`src/rtl/uart_tx.sv`:
```
// Byte-level UART transmitter: start bit, 8 data bits LSB first, optional parity, stop bit(s).
// Bit timing comes from an internal bit-period counter clocked by the system clock.
module uart_tx #(
  parameter int unsigned CLK_FREQ  = 32'd50000000,
  parameter int unsigned BAUD      = 32'd9600,
  parameter int unsigned PARITY    = 32'd0,
  parameter int unsigned STOP_BITS = 32'd1
) (
  input  logic       clk,
  input  logic       rst,
  input  logic       send,
  input  logic [7:0] data,
  output logic       txd,
  output logic       busy,
  output logic       done
);

  localparam int unsigned CLKS_PER_BIT = CLK_FREQ / BAUD;
  localparam int unsigned CNT_W = (CLKS_PER_BIT > 32'd1) ? $clog2(CLKS_PER_BIT) : 32'd1;
  localparam logic [CNT_W-1:0] CNT_LAST = CNT_W'(CLKS_PER_BIT - 32'd1);
  localparam logic [2:0] STOP_LAST = 3'(STOP_BITS - 32'd1);

  typedef enum logic [2:0] {
    S_IDLE   = 3'd0,
    S_START  = 3'd1,
    S_DATA   = 3'd2,
    S_PARITY = 3'd3,
    S_STOP   = 3'd4,
    S_DONE   = 3'd5
  } state_t;

  function automatic logic parity_of(input logic [7:0] b);
    logic p;
    case (PARITY)
      32'd1:   p = ~^b;
      32'd2:   p = ^b;
      default: p = 1'b0;
    endcase
    return p;
  endfunction

  state_t           state_r, state_s;
  logic [CNT_W-1:0] cnt_r, cnt_s;
  logic [2:0]       idx_r, idx_s;
  logic [7:0]       shift_r, shift_s;
  logic             par_r, par_s;
  logic             txd_r, txd_s;
  logic             busy_r, done_r;
  logic             bit_end_s;

  // State, datapath and output registers; outputs are computed from next state so txd is glitch-free
  always_ff @(posedge clk or posedge rst) begin
    if (rst) begin
      state_r <= S_IDLE;
      cnt_r   <= '0;
      idx_r   <= 3'd0;
      shift_r <= 8'd0;
      par_r   <= 1'b0;
      txd_r   <= 1'b1;
      busy_r  <= 1'b0;
      done_r  <= 1'b0;
    end else begin
      state_r <= state_s;
      cnt_r   <= cnt_s;
      idx_r   <= idx_s;
      shift_r <= shift_s;
      par_r   <= par_s;
      txd_r   <= txd_s;
      busy_r  <= (state_s != S_IDLE);
      done_r  <= (state_s == S_DONE);
    end
  end

  // Next-state, bit timing and next line level
  always_comb begin
    state_s   = state_r;
    cnt_s     = cnt_r;
    idx_s     = idx_r;
    shift_s   = shift_r;
    par_s     = par_r;
    txd_s     = 1'b1;
    bit_end_s = (cnt_r == CNT_LAST);

    case (state_r)
      S_IDLE: begin
        cnt_s = '0;
        if (send) begin
          state_s = S_START;
          shift_s = data;
          par_s   = parity_of(data);
          idx_s   = 3'd0;
        end else begin
          state_s = S_IDLE;
        end
      end
      S_START: begin
        if (bit_end_s) begin
          state_s = S_DATA;
          cnt_s   = '0;
          idx_s   = 3'd0;
        end else begin
          cnt_s = cnt_r + CNT_W'(1);
        end
      end
      S_DATA: begin
        if (bit_end_s) begin
          cnt_s   = '0;
          shift_s = {1'b0, shift_r[7:1]};
          if (idx_r == 3'd7) begin
            idx_s   = 3'd0;
            state_s = (PARITY != 32'd0) ? S_PARITY : S_STOP;
          end else begin
            idx_s = idx_r + 3'd1;
          end
        end else begin
          cnt_s = cnt_r + CNT_W'(1);
        end
      end
      S_PARITY: begin
        if (bit_end_s) begin
          state_s = S_STOP;
          cnt_s   = '0;
          idx_s   = 3'd0;
        end else begin
          cnt_s = cnt_r + CNT_W'(1);
        end
      end
      S_STOP: begin
        // idx_r counts stop bits so the bit counter still wraps every bit period
        if (bit_end_s) begin
          cnt_s = '0;
          if (idx_r == STOP_LAST) begin
            idx_s   = 3'd0;
            state_s = S_DONE;
          end else begin
            idx_s = idx_r + 3'd1;
          end
        end else begin
          cnt_s = cnt_r + CNT_W'(1);
        end
      end
      S_DONE: begin
        state_s = S_IDLE;
        cnt_s   = '0;
      end
      default: begin
        state_s = S_IDLE;
        cnt_s   = '0;
        idx_s   = 3'd0;
      end
    endcase

    case (state_s)
      S_START:  txd_s = 1'b0;
      S_DATA:   txd_s = shift_s[0];
      S_PARITY: txd_s = par_s;
      default:  txd_s = 1'b1;
    endcase
  end

  assign txd  = txd_r;
  assign busy = busy_r;
  assign done = done_r;

endmodule

```
`config.mk`:
```
export PLATFORM = sky130hd
export DESIGN_NAME = uart_tx
export DESIGN_NICKNAME = d
export VERILOG_FILES = /design/src/rtl/uart_tx.sv
export SDC_FILE = /design/constraint.sdc
export NUM_CORES = 1
export LEC_CHECK = 0
export ABC_AREA = 0
export ABC_CLOCK_PERIOD_IN_PS = 2500
export CAP_MARGIN = 40
export CORE_MARGIN = 2
export CORE_UTILIZATION = 55
export DETAILED_ROUTE_END_ITERATION = 16
export GPL_TIMING_DRIVEN = 0
export PLACE_DENSITY_LB_ADDON = 0.12
export SLEW_MARGIN = 15
export SYNTH_ARGS = -nofsm -noshare
export SYNTH_HDL_FRONTEND = slang
export SYNTH_SLANG_ARGS = --single-unit
```
`constraint.sdc`:
```
create_clock -name clk -period 2.5 [get_ports clk]
set_input_delay 0.375 -clock clk [delete_from_list [all_inputs] [get_ports clk]]
set_output_delay 0.375 -clock clk [all_outputs]
set_load 0.05 [all_outputs]
```
Yosys cells after proc, flatten, opt, wreduce, memory -nomap -nowiden
Index checks and enable logic that the tools add are counted.
{"block": "op_classes", "mux": 23, "n_bitwise": 1, "n_eq_ne": 15, "n_reduce_logical": 8, "n_addsub": 2}
{"operator": "two-way mux 3 bit", "n": 12}
{"operator": "one-hot mux 3 bit (5 select lines)", "n": 2}
{"operator": "two-way mux 13 bit", "n": 2}
{"operator": "two-way mux 8 bit", "n": 2}
{"operator": "one-hot mux 8 bit (2 select lines)", "n": 1}
{"operator": "adder 13 x 1 -> 13 bit (second input constant)", "n": 1}
{"operator": "== test 13 bit (second input constant)", "n": 1}
{"operator": "== test 3 x 2 -> 1 bit (second input constant)", "n": 4}
{"operator": "== test 3 bit (second input constant)", "n": 4}
{"operator": "== test 3 x 1 -> 1 bit (second input constant)", "n": 2}
{"operator": "zero test 3 bit", "n": 2}
{"operator": "!= test 2 bit (second input constant)", "n": 3}
{"operator": "AND reduction 5 bit", "n": 1}
{"operator": "OR reduction 4 bit", "n": 1}
{"operator": "adder 3 x 1 -> 3 bit (second input constant)", "n": 1}
{"operator": "two-way mux 1 bit", "n": 3}
{"operator": "one-hot mux 1 bit (3 select lines)", "n": 1}
{"operator": "AND reduction 3 bit", "n": 1}
{"operator": "nonzero test 3 bit", "n": 1}
{"operator": "!= test 2 x 1 -> 1 bit (second input constant)", "n": 1}
{"operator": "nonzero test 2 bit", "n": 1}
{"operator": "OR reduction 2 bit", "n": 1}
{"operator": "NOT 1 bit", "n": 1}
{"block": "word_totals", "reg_bits": 31, "out_inout_bits": 3, "inputBits": 11, "word_cells": 58}

Depth between registers and ports, before layout
Gate-level depths: netlist of the first run.
{"block": "depth", "depth_word": 6, "ltp_mapped": 9, "mapped_depth_nobuf": 9}

Least setup slack after synthesis of the first run
Ideal clock, no wire load.
{"block": "synth_timing", "path_type": "flip-flop to flip-flop", "startpoint": "register cnt_r[0]", "endpoint": "register txd_r, in the netlist txd", "synth_period_minus_slack_ns": 2.199, "path_stages_with_launch": 8, "arrival_ns": 2.114, "required_time_ns": 2.415, "setup_ns": 0.085, "path_slack_ns": 0.301, "path_cell_list": "dfrtp_1 ha_1 nand4bb_4 or4_4 or3b_1 a21o_1 nor3_2 o21ai_2"}
{"block": "synth_via", "elab_chain_cells": 5, "word_cells_on_any_way": 12, "classes_between": "4 x eq/ne; 8 x mux"}
{"item": "start: declaration", "line_no": "43", "source": "logic [CNT_W-1:0] cnt_r, cnt_s;"}
{"item": "start signal: assignment", "line_no": "64", "source": "cnt_r <= cnt_s;"}
{"item": "== test 13 bit (*)", "line_no": "82", "source": "bit_end_s = (cnt_r == CNT_LAST);"}
{"item": "two-way mux 3 bit, on equally long branches"}
{"item": "one-hot mux 3 bit (5 select lines)", "line_no": "84", "source": "case (state_r)"}
{"item": "== test 3 x 2 -> 1 bit / == test 3 x 1 -> 1 bit (equally long branches)", "line_no": "153", "source": "case (state_s)"}
{"item": "one-hot mux 1 bit (3 select lines) (*)", "line_no": "153"}
{"item": "net txd_s", "line_no": "47", "source": "logic txd_r, txd_s;"}
{"item": "end signal: assignment", "line_no": "68", "source": "txd_r <= txd_s;"}
{"item": "end: declaration", "line_no": "47"}
Mark *: on every way through the listed nets, which the timed path passes. The rest lies on a longest branch. The select of a mux whose other input is x is not followed.
A chain may end at the register's enable or synchronous reset.

Final worst setup path of the first run
Ends and elaborated chain as after synthesis.

==> results by stage, run 1 <==
Status:
- The run finished with clean final reports.

Critical path:
- The worst endpoint required time is 2760 ps.
- The largest single stage delay on the critical path is 590 ps.
- The critical path start-end classification is register to register.
- Walking the worst path, the cells encountered are ha_1 -> nand4bb_4 -> or4_4 -> or3b_1 -> a21o_1 -> nor3_2 -> o21ai_2.
- The worst setup path is captured at a register.
- The data arrival time of the critical path is approximately 2600 ps.
- The largest delay contributor family on the critical path is simple AND/OR/NAND/NOR gates.
- STA classifies the critical path startpoint as a register.
- The worst-path maximum fanout is 6.
- The number of buffers and inverters on the critical path is 0.
- The standard cell with the maximum stage delay on the critical path is or4_4.
- The flop-to-flop setup slack is around 150 ps.

Global routing:
- Entering global routing, the biggest net connects 18 pins.
- The via count of the first global-routing pass was about 1100.
- The number of antenna violations at the first check in global routing was 0.
- Global routing used 20.00% of the available tracks.
- For this run the aggregate overflow at the end of global routing stands at 0.
- The first global-routing pass estimated 5.023 mm of wire.

Job:
- The number of maximum-capacitance constraint violations is 0.

Route:
- The remaining number of nets flagged by the antenna check after routing is 0.
- For this run, the detailed router's first-pass iteration total came to 4.
- The post-detailed-route via-to-cell ratio is 5.564.
- The detailed router placed 1213 vias in this run.
- The detailed-route wire length is 2.913 mm.
- The number of DRC violations after detailed routing is 0.
- In this run, the number of DRC markers left after iteration 0 of detailed routing was a little over 50.
- The routed wirelength normalized by instance count is around 13 microns.

Synth:
- The average cell area after synthesis is 9.790 sq um.
- After synthesis, the share of flip-flops with an asynchronous set or reset is 100.0%.
- The top flip-flop cell by instance count after synthesis is dfrtp_1.
- Synthesis produced 165 cells.
- The number of flops mapped to enable cells by yosys is 0.
- The share of the Yosys chip area taken by registers is 48.10%.
- The area of the mapped netlist is 1615 sq um.
- The total of flip-flops plus latches after synthesis is 31.
- Yosys printed 0 warnings.
- The net count after synthesis is 180.
- The netlist uses 45 different library cells.

Layout:
- The diode insertion count for antenna repair is 0.
- Compared with the post-synthesis result, the final layout area differs by 16.81%.
- The register cell area after layout is 777.0 sq um.
- Summing all multi-input logic gate instances after layout gives 783.3 sq um.
- The post-route netlist has about an eighth of its cells at a drive strength greater than 1.
- The core occupancy in the finished layout is between 60 and 70%.
- The filler cells instantiated in the layout total 229.
- In the layout the commonest cells are dfrtp_1, nor2_1, nand2_1.
- Leaving out fill and tap cells, the most frequent cell in the layout is dfrtp_1.
- After the last flow step, the layout net total stands at 201.

Pwr:
- Overall power consumption after layout is estimated at 1.221 mW.
- The total power divided by cell area is about 650 nW/um^2.
- The largest vdd supply drop is roughly 0.00053 V.
- In this run the static leakage power is 0.8566 nW.

Timing:
- The number of hold violations in the final report was 0.
- The pin slew with the least headroom to its limit is between 600 and 700 ps.
- The post-route clock period utilization is a little over nine tenths.
- The setup skew after layout is 3.196 ps.
- The number of slew-limit violations in the final report was 0.
- The total negative setup slack is 0 ps.
- The upper clock frequency limit is 0.4256 GHz.
- Setup repair after global routing left no endpoint under its margin.
- The worst slew margin relative to its limit is 57.08%.
- The setup-violating endpoint count in the final report is 0.
- The routed design could run at a clock period as short as 2350 ps.

Place:
- The estimated wirelength of the detail-placed design is between 2 and 2.5 mm.
- The last weighted congestion value of the routability-driven placer is 0.7909.
- The number of port buffers is 13.

Clock tree:
- For this design, the sink count on the clock tree is 31.
- The register clock-pin slew on the reported worst setup and hold paths is ~90 ps.
- The clock latency on the worst-skew pair is ~330 ps.
- The cell sitting at the root of the clock tree is a clkbuf_4.
- In this run the number of H-tree levels came out at 2.
- The longest clock path from root to sink contains 2 buffers.
- The post-CTS repair timing setup buffer count is 0.
- Clock tree synthesis inserted a total of 5 buffers.
- The TritonCTS clock tree is done.
- Buffers inserted to repair hold after CTS numbered 0.

Floorplanning:
- The core area is 2781 sq um.
- The I/O pin count is 14.
- The die extent in y is just under 60 microns.
- In this run the core area contains 19 standard-cell rows.
- The starting density of the core is 58.07%.
- The die covers 3387 sq um.
- From left edge to right edge, the die measures 58.20 microns.

Hold path:
- The class of the tightest hold or removal check is primary input to asynchronous set/reset pin.
[repair_timing]
action / CTS / global route
hold endpoints to repair: 0 / 0
gates resized for setup: 0 / 1
endpoints found under the setup margin: 0 / 2
[cells by family after synthesis]
logic type	share of synthesized area [%]
adder cells (fa/ha/maj)	3.098
XOR/XNOR	6.507
AO/OA/AOI/OAI	10.69
flip-flops	48.10
AND/OR/NAND/NOR	27.81
buffers and inverters	3.795
[metal layers]
metal  up-vias  track usage, %  part of all wire, %  wire, microns
li1        609               -                    -              -
met1       586           25.95                   47           1377
met2        13           31.98                   48           1391
met3         5           6.027                  3.2             94
met4         0           6.977                  1.7             49
met5         -               0                    0              0
[registers in the layout, summed over array words and instances, names as in the netlist]
name / cells
state_r: 3
idx_r: 3
par_r: 1
shift_r: 8
done: 1
cnt_r: 13
txd: 1
busy: 1
[report_power, final]
part	switching, mW	total (mW)	internal (mW)
Sequential	0.0720	0.653	0.581
Combinational	0.116	0.237	0.121
Clock	0.166	0.331	0.165
[cells in the mapped netlist (2+ instances only)]
cell | n | share of area, %
clkbuf_1 | 3 | 0.70
xnor2_1 | 6 | 3.3
xor2_1 | 6 | 3.3
inv_1 | 8 | 1.9
or3b_1 | 2 | 1.1
nand2_1 | 21 | 4.9
dfrtp_1 | 30 | 46
a21oi_1 | 4 | 1.2
nor3_1 | 2 | 0.62
nand2b_1 | 3 | 1.2
a21o_1 | 3 | 1.4
ha_1 | 4 | 3.1
nor2_1 | 24 | 5.6
nand4_1 | 2 | 0.77
nand3_1 | 9 | 2.8
a22oi_1 | 6 | 2.8
o21ai_0 | 4 | 1.2
[worst paths after layout]
kind | cells after the start | endpoint | start
max reg2reg | 7 | txd | cnt_r[0]
max | 7 | txd | cnt_r[0]
max in group asynchronous | 3 | txd | rst
min reg2reg | 2 | shift_r[4] | shift_r[4]
min in group clk | 2 | shift_r[4] | shift_r[4]
min | 2 | cnt_r[1] | rst
[layout make-up]
class,instances,area share [%]
Multi-Input combinational cell,120,41.51
Inverter,9,1.790
Buffer,5,1.459
Clock buffer,8,3.647
Sequential cell,31,41.18
Tap cell,31,2.056
Timing Repair Buffer,14,8.355
[metrics by stage]
stage          setup slack (ps)  hold slack, ps  instance area, sq um  std cells
6_report                  150.3           438.8                  1887        218
5_1_grt                   18.80           472.5                  1887        218
4_1_cts                   134.3           450.6                  1881        218
3_5_place_dp              151.2           464.1                  1812        210
3_3_place_gp              193.2           459.0                  1784        209
2_1_floorplan             300.9           446.8                  1615        165
Power figures use the tool's default switching activity.
==> run 2, diff against run 1 <==
--- a/config.mk
+++ b/config.mk
@@ -13,7 +13,7 @@
 export DETAILED_ROUTE_END_ITERATION = 16
 export GPL_TIMING_DRIVEN = 0
 export PLACE_DENSITY_LB_ADDON = 0.12
-export SLEW_MARGIN = 15
+export SLEW_MARGIN = 10
 export SYNTH_ARGS = -nofsm -noshare
 export SYNTH_HDL_FRONTEND = slang
 export SYNTH_SLANG_ARGS = --single-unit
==> results of run 2 <==
Final layout, timing and power as in run 1 (identical DEF).
==> run 3, diff against run 2 <==
--- a/config.mk
+++ b/config.mk
@@ -12,7 +12,8 @@
 export CORE_UTILIZATION = 55
 export DETAILED_ROUTE_END_ITERATION = 16
 export GPL_TIMING_DRIVEN = 0
-export PLACE_DENSITY_LB_ADDON = 0.12
+export PLACE_DENSITY_LB_ADDON = 0.1
+export SETUP_SLACK_MARGIN = 0.5
 export SLEW_MARGIN = 10
 export SYNTH_ARGS = -nofsm -noshare
 export SYNTH_HDL_FRONTEND = slang
==> constraint.sdc (replaced) <==
create_clock -name clk -period 2.5 [get_ports clk]
set_input_delay 0.5 -clock clk [delete_from_list [all_inputs] [get_ports clk]]
set_output_delay 0.5 -clock clk [all_outputs]
set_load 0.05 [all_outputs]
==> run 3 against run 2 <==
Combinational power is 33% higher. Clock power is 20% lower. Wire length is 12% higher. Total power is 1.1% higher. Critical path type unchanged. Largest cell class unchanged. Largest power group unchanged. Highest routed layer unchanged.
==> results by stage, run 3 (synthesis results as in run 1) <==
Layout:
- The synthesis-to-finish area growth is 25.41%.
- The leading cell type in the layout, fill and taps excluded is dfrtp_1.
- The flip-flop count of the largest register after layout was 13 (unchanged).
- The diode insertion count for antenna repair is 0 (unchanged).
- The library cells used most frequently in the layout, excluding fill and tap cells, are dfrtp_1, nor2_1, nand2_1.
- The final net count is 214 (+6.5%).
- Ranked by flip-flop count, first place goes to cnt_r.
- The fraction of final layout cells with drive strength greater than 1 is 22.50% (+11 points).
- In the final layout, the registers with the most flip-flops are cnt_r: 13 flops, shift_r: 8 flops.

Route:
- The post-detailed-route via-to-cell ratio is 5.424 (-2.5%).
- The remaining number of nets flagged by the antenna check after routing is 0 (unchanged).
- The violation count after the first detailed-route iteration was 51 (unchanged).
- The detailed-route via count came to 1253 (+3.3%).
- The number of optimization iterations in the first detailed-route pass is 4 (unchanged).
- The number of DRC violations after detailed routing is 0 (unchanged).
- The routed wirelength normalized by instance count is 14.17 microns (+6.0%).
- The detailed-route wire length was 3.273 mm (+12%).

Pwr:
- The total power divided by cell area is 608.9 nW/um^2 (-5.9%).
- The sequential fraction of design power is 52.7% (-0.8 points).
- The fraction of power spent switching nets is 30.66% (+1.7 points).
- The internal power contribution came to 0.8553 mW (-1.4%).
- The net switching power is 0.3782 mW (+7.0%).
- The combinational group share of total power is 25.7% (+6.3 points).
- The largest vdd supply drop is 0.0005761 V (+8.6%).
- The clock share of power is 21.6% (-5.5 points).
- The reported leakage power came to 0.9402 nW (+9.8%).

Clock tree:
- The maximum buffer depth of the clock tree came to 2 (unchanged).
- The number of buffers inserted during clock tree synthesis was 5 (unchanged).
- The buffer cell driving the clock tree root is clkbuf_4.
- The TritonCTS clock tree is done.
- The H-tree level count is 2 (unchanged).
- The register clock-pin slew on the reported worst setup and hold paths was 90 ps (about the same).
- The number of clock sinks is 31 (unchanged).
- The clock latency on the worst-skew pair is 320 ps (about the same).

Critical path:
- The worst endpoint required time is 2760 ps (about the same).
- The critical path ends at txd.
- The worst-path maximum fanout came to 5 (-1).
- In this run the critical register-to-register path is launched from cnt_r[1].
- The flop-to-flop setup slack is 330 ps (+180 ps).
- The depth of the most critical reg-to-reg path came to 8 (+1).
- The launch point of the critical path is cnt_r[1].
- The type of element capturing the critical path is a register.
- The data arrival time of the critical path is 2440 ps (-170 ps).
- The end of the worst register-to-register path is txd.
- The delay of the slowest cell on the worst path is 590 ps (about the same).
- The critical path start-end classification is register to register.
- STA classifies the critical path startpoint as a register.
- The standard cell with the maximum stage delay on the critical path is or4_4.
- Walking the worst path, the cells encountered are ha_4 -> nand4bb_4 -> or4_4 -> or3b_1 -> a21o_1 -> clkinv_2 -> a21oi_2 -> o21ai_2.

Timing:
- The number of slew-limit violations in the final report is 0 (unchanged).
- Setup repair after global routing could not meet its margin everywhere.
- The time the final worst path needs with I/O delays and setup is 2172 ps (-177.9 ps).
- The upper clock frequency limit is 0.4605 GHz (+8.2%).
- The total negative setup slack is 0 ps (unchanged).
- The worst slew margin relative to its limit was 66.18% (+9.1 points).
- The setup skew after layout is 5.549 ps (+2.353 ps).
- The final critical-path setup slack was 328.3 ps (+177.9 ps).
- The pin slew with the least headroom to its limit is 506.4 ps (-136.6 ps).
- The post-route clock period utilization was 86.87% (-7.1 points).
- The number of hold violations in the final report is 0 (unchanged).
- The setup-violating endpoint count in the final report is 0 (unchanged).

Floorplanning:
- The number of core rows was 19 (unchanged).
- The starting density of the core was 58.07% (unchanged).
- The full die area was 3387 sq um (unchanged).
- The die extent in y is 58.20 microns (unchanged).
- The core area came to 2781 sq um (unchanged).
- The overall die width is 58.20 microns (unchanged).
- The I/O pin count was 14 (unchanged).

Place:
- The worst setup slack after placement is 206.2 ps (+55.05 ps).
- The number of port buffers is 13 (unchanged).
- The last weighted congestion value of the routability-driven placer is 0.8572 (+8.4%).
- The estimated wirelength of the detail-placed design is 2.215 mm (+4.2%).

Global routing:
- The pin count of the biggest net entering global routing was 22 (+4).
- The number of antenna violations at the first check in global routing came to 0 (unchanged).
- The leftover overflow at the end of global routing is 0 (unchanged).
- The via count of the first global-routing pass is 1278 (+13%).
- The first-pass GRT wire length was 5.699 mm (+13%).
- The total global-route track usage is 22.16% (+2.2 points).

Job:
- The number of maximum-capacitance constraint violations came to 0 (unchanged).

Hold path:
- The path class of the tightest hold or removal check is register to register.

Status:
- The flow ran to the end, and the final reports show no timing, DRC or antenna violations.
-- run 3: cell count changes in the layout (fill, tap and decap cells not counted), moves of 2 or more --
cell | previous run | this run
buf_4 | 0 | 12
dfrtp_1 | 30 | 27
dfrtp_2 | 0 | 3
clkbuf_8 | 2 | 0
clkdlybuf4s50_1 | 13 | 11
clkinv_2 | 0 | 2
o21ai_0 | 4 | 2
o21ai_1 | 0 | 2
-- run 3: repair_timing --
item                                    CTS  global route
cloned                                    0             0
hold buffers                              0             0
gates resized for setup                   5            15
endpoints found under the setup margin   24            20
setup buffers                             9             4
pin swaps                                 7            10
-- run 3: through the flow --
stage / power [mW] / util [%] / hold WS [ps] / area (sq um) / std cells
4_1_cts: 1.215 / 69.95 / 489.9 / 1946 / 227
6_report: 1.234 / 72.83 / 484.5 / 2026 / 231
5_1_grt: 1.312 / 72.83 / 516.7 / 2026 / 231
2_1_floorplan: 0.8445 / - / 446.8 / 1628 / 165
3_5_place_dp: 0.9240 / 65.59 / 469.1 / 1824 / 210
3_3_place_gp: 0.8991 / 64.60 / 460.3 / 1797 / 209
-- run 3: area by class of cell --
| class | instances | area [sq um] |
|---|---|---|
| multi-input combinational | 120 | 829.5 |
| sequential | 31 | 780.7 |
| fill | 197 | 755.7 |
| timing repair buffer | 27 | 260.3 |
| clock buffer | 7 | 45.04 |
| tap | 31 | 38.79 |
| inverter | 9 | 35.03 |
| buffer | 5 | 31.28 |
| clock inverter | 1 | 5.005 |
-- run 3: power by group through the flow --
stage | sequential [mW] | clock, mW | combinational (mW)
2_1_floorplan | 0.663 | 0 | 0.182
3_3_place_gp | 0.666 | 0 | 0.233
3_5_place_dp | 0.672 | 0 | 0.252
4_1_cts | 0.649 | 0.277 | 0.289
5_1_grt | 0.662 | 0.302 | 0.348
6_report | 0.651 | 0.266 | 0.316
-- run 3: metal layers --
metal  global-route usage, %  wire, microns
met4                   7.641             24
met3                   6.473            147
met5                       0              0
met1                   27.33           1406
met2                   37.18           1695
-- run 3: worst max-delay path: cells and delay by family (launching register included) --
family          cells  cell delay (ps)
fa+ha+maj           1              180
simple gates        3             1070
buf+inv             1               70
flops               1              410
compound gates      3              380
-- run 3: worst min-delay path by stage --
stage | cells after the start | start | slack [ps] | endpoint
2_1_floorplan | 2 | shift_r[2] | 450 | shift_r[2]
3_3_place_gp | 2 | shift_r[6] | 460 | shift_r[6]
3_5_place_dp | 2 | shift_r[5] | 470 | shift_r[5]
4_1_cts | 2 | shift_r[5] | 490 | shift_r[5]
5_1_grt | 2 | shift_r[6] | 520 | shift_r[6]
6_report | 2 | shift_r[5] | 480 | shift_r[5]
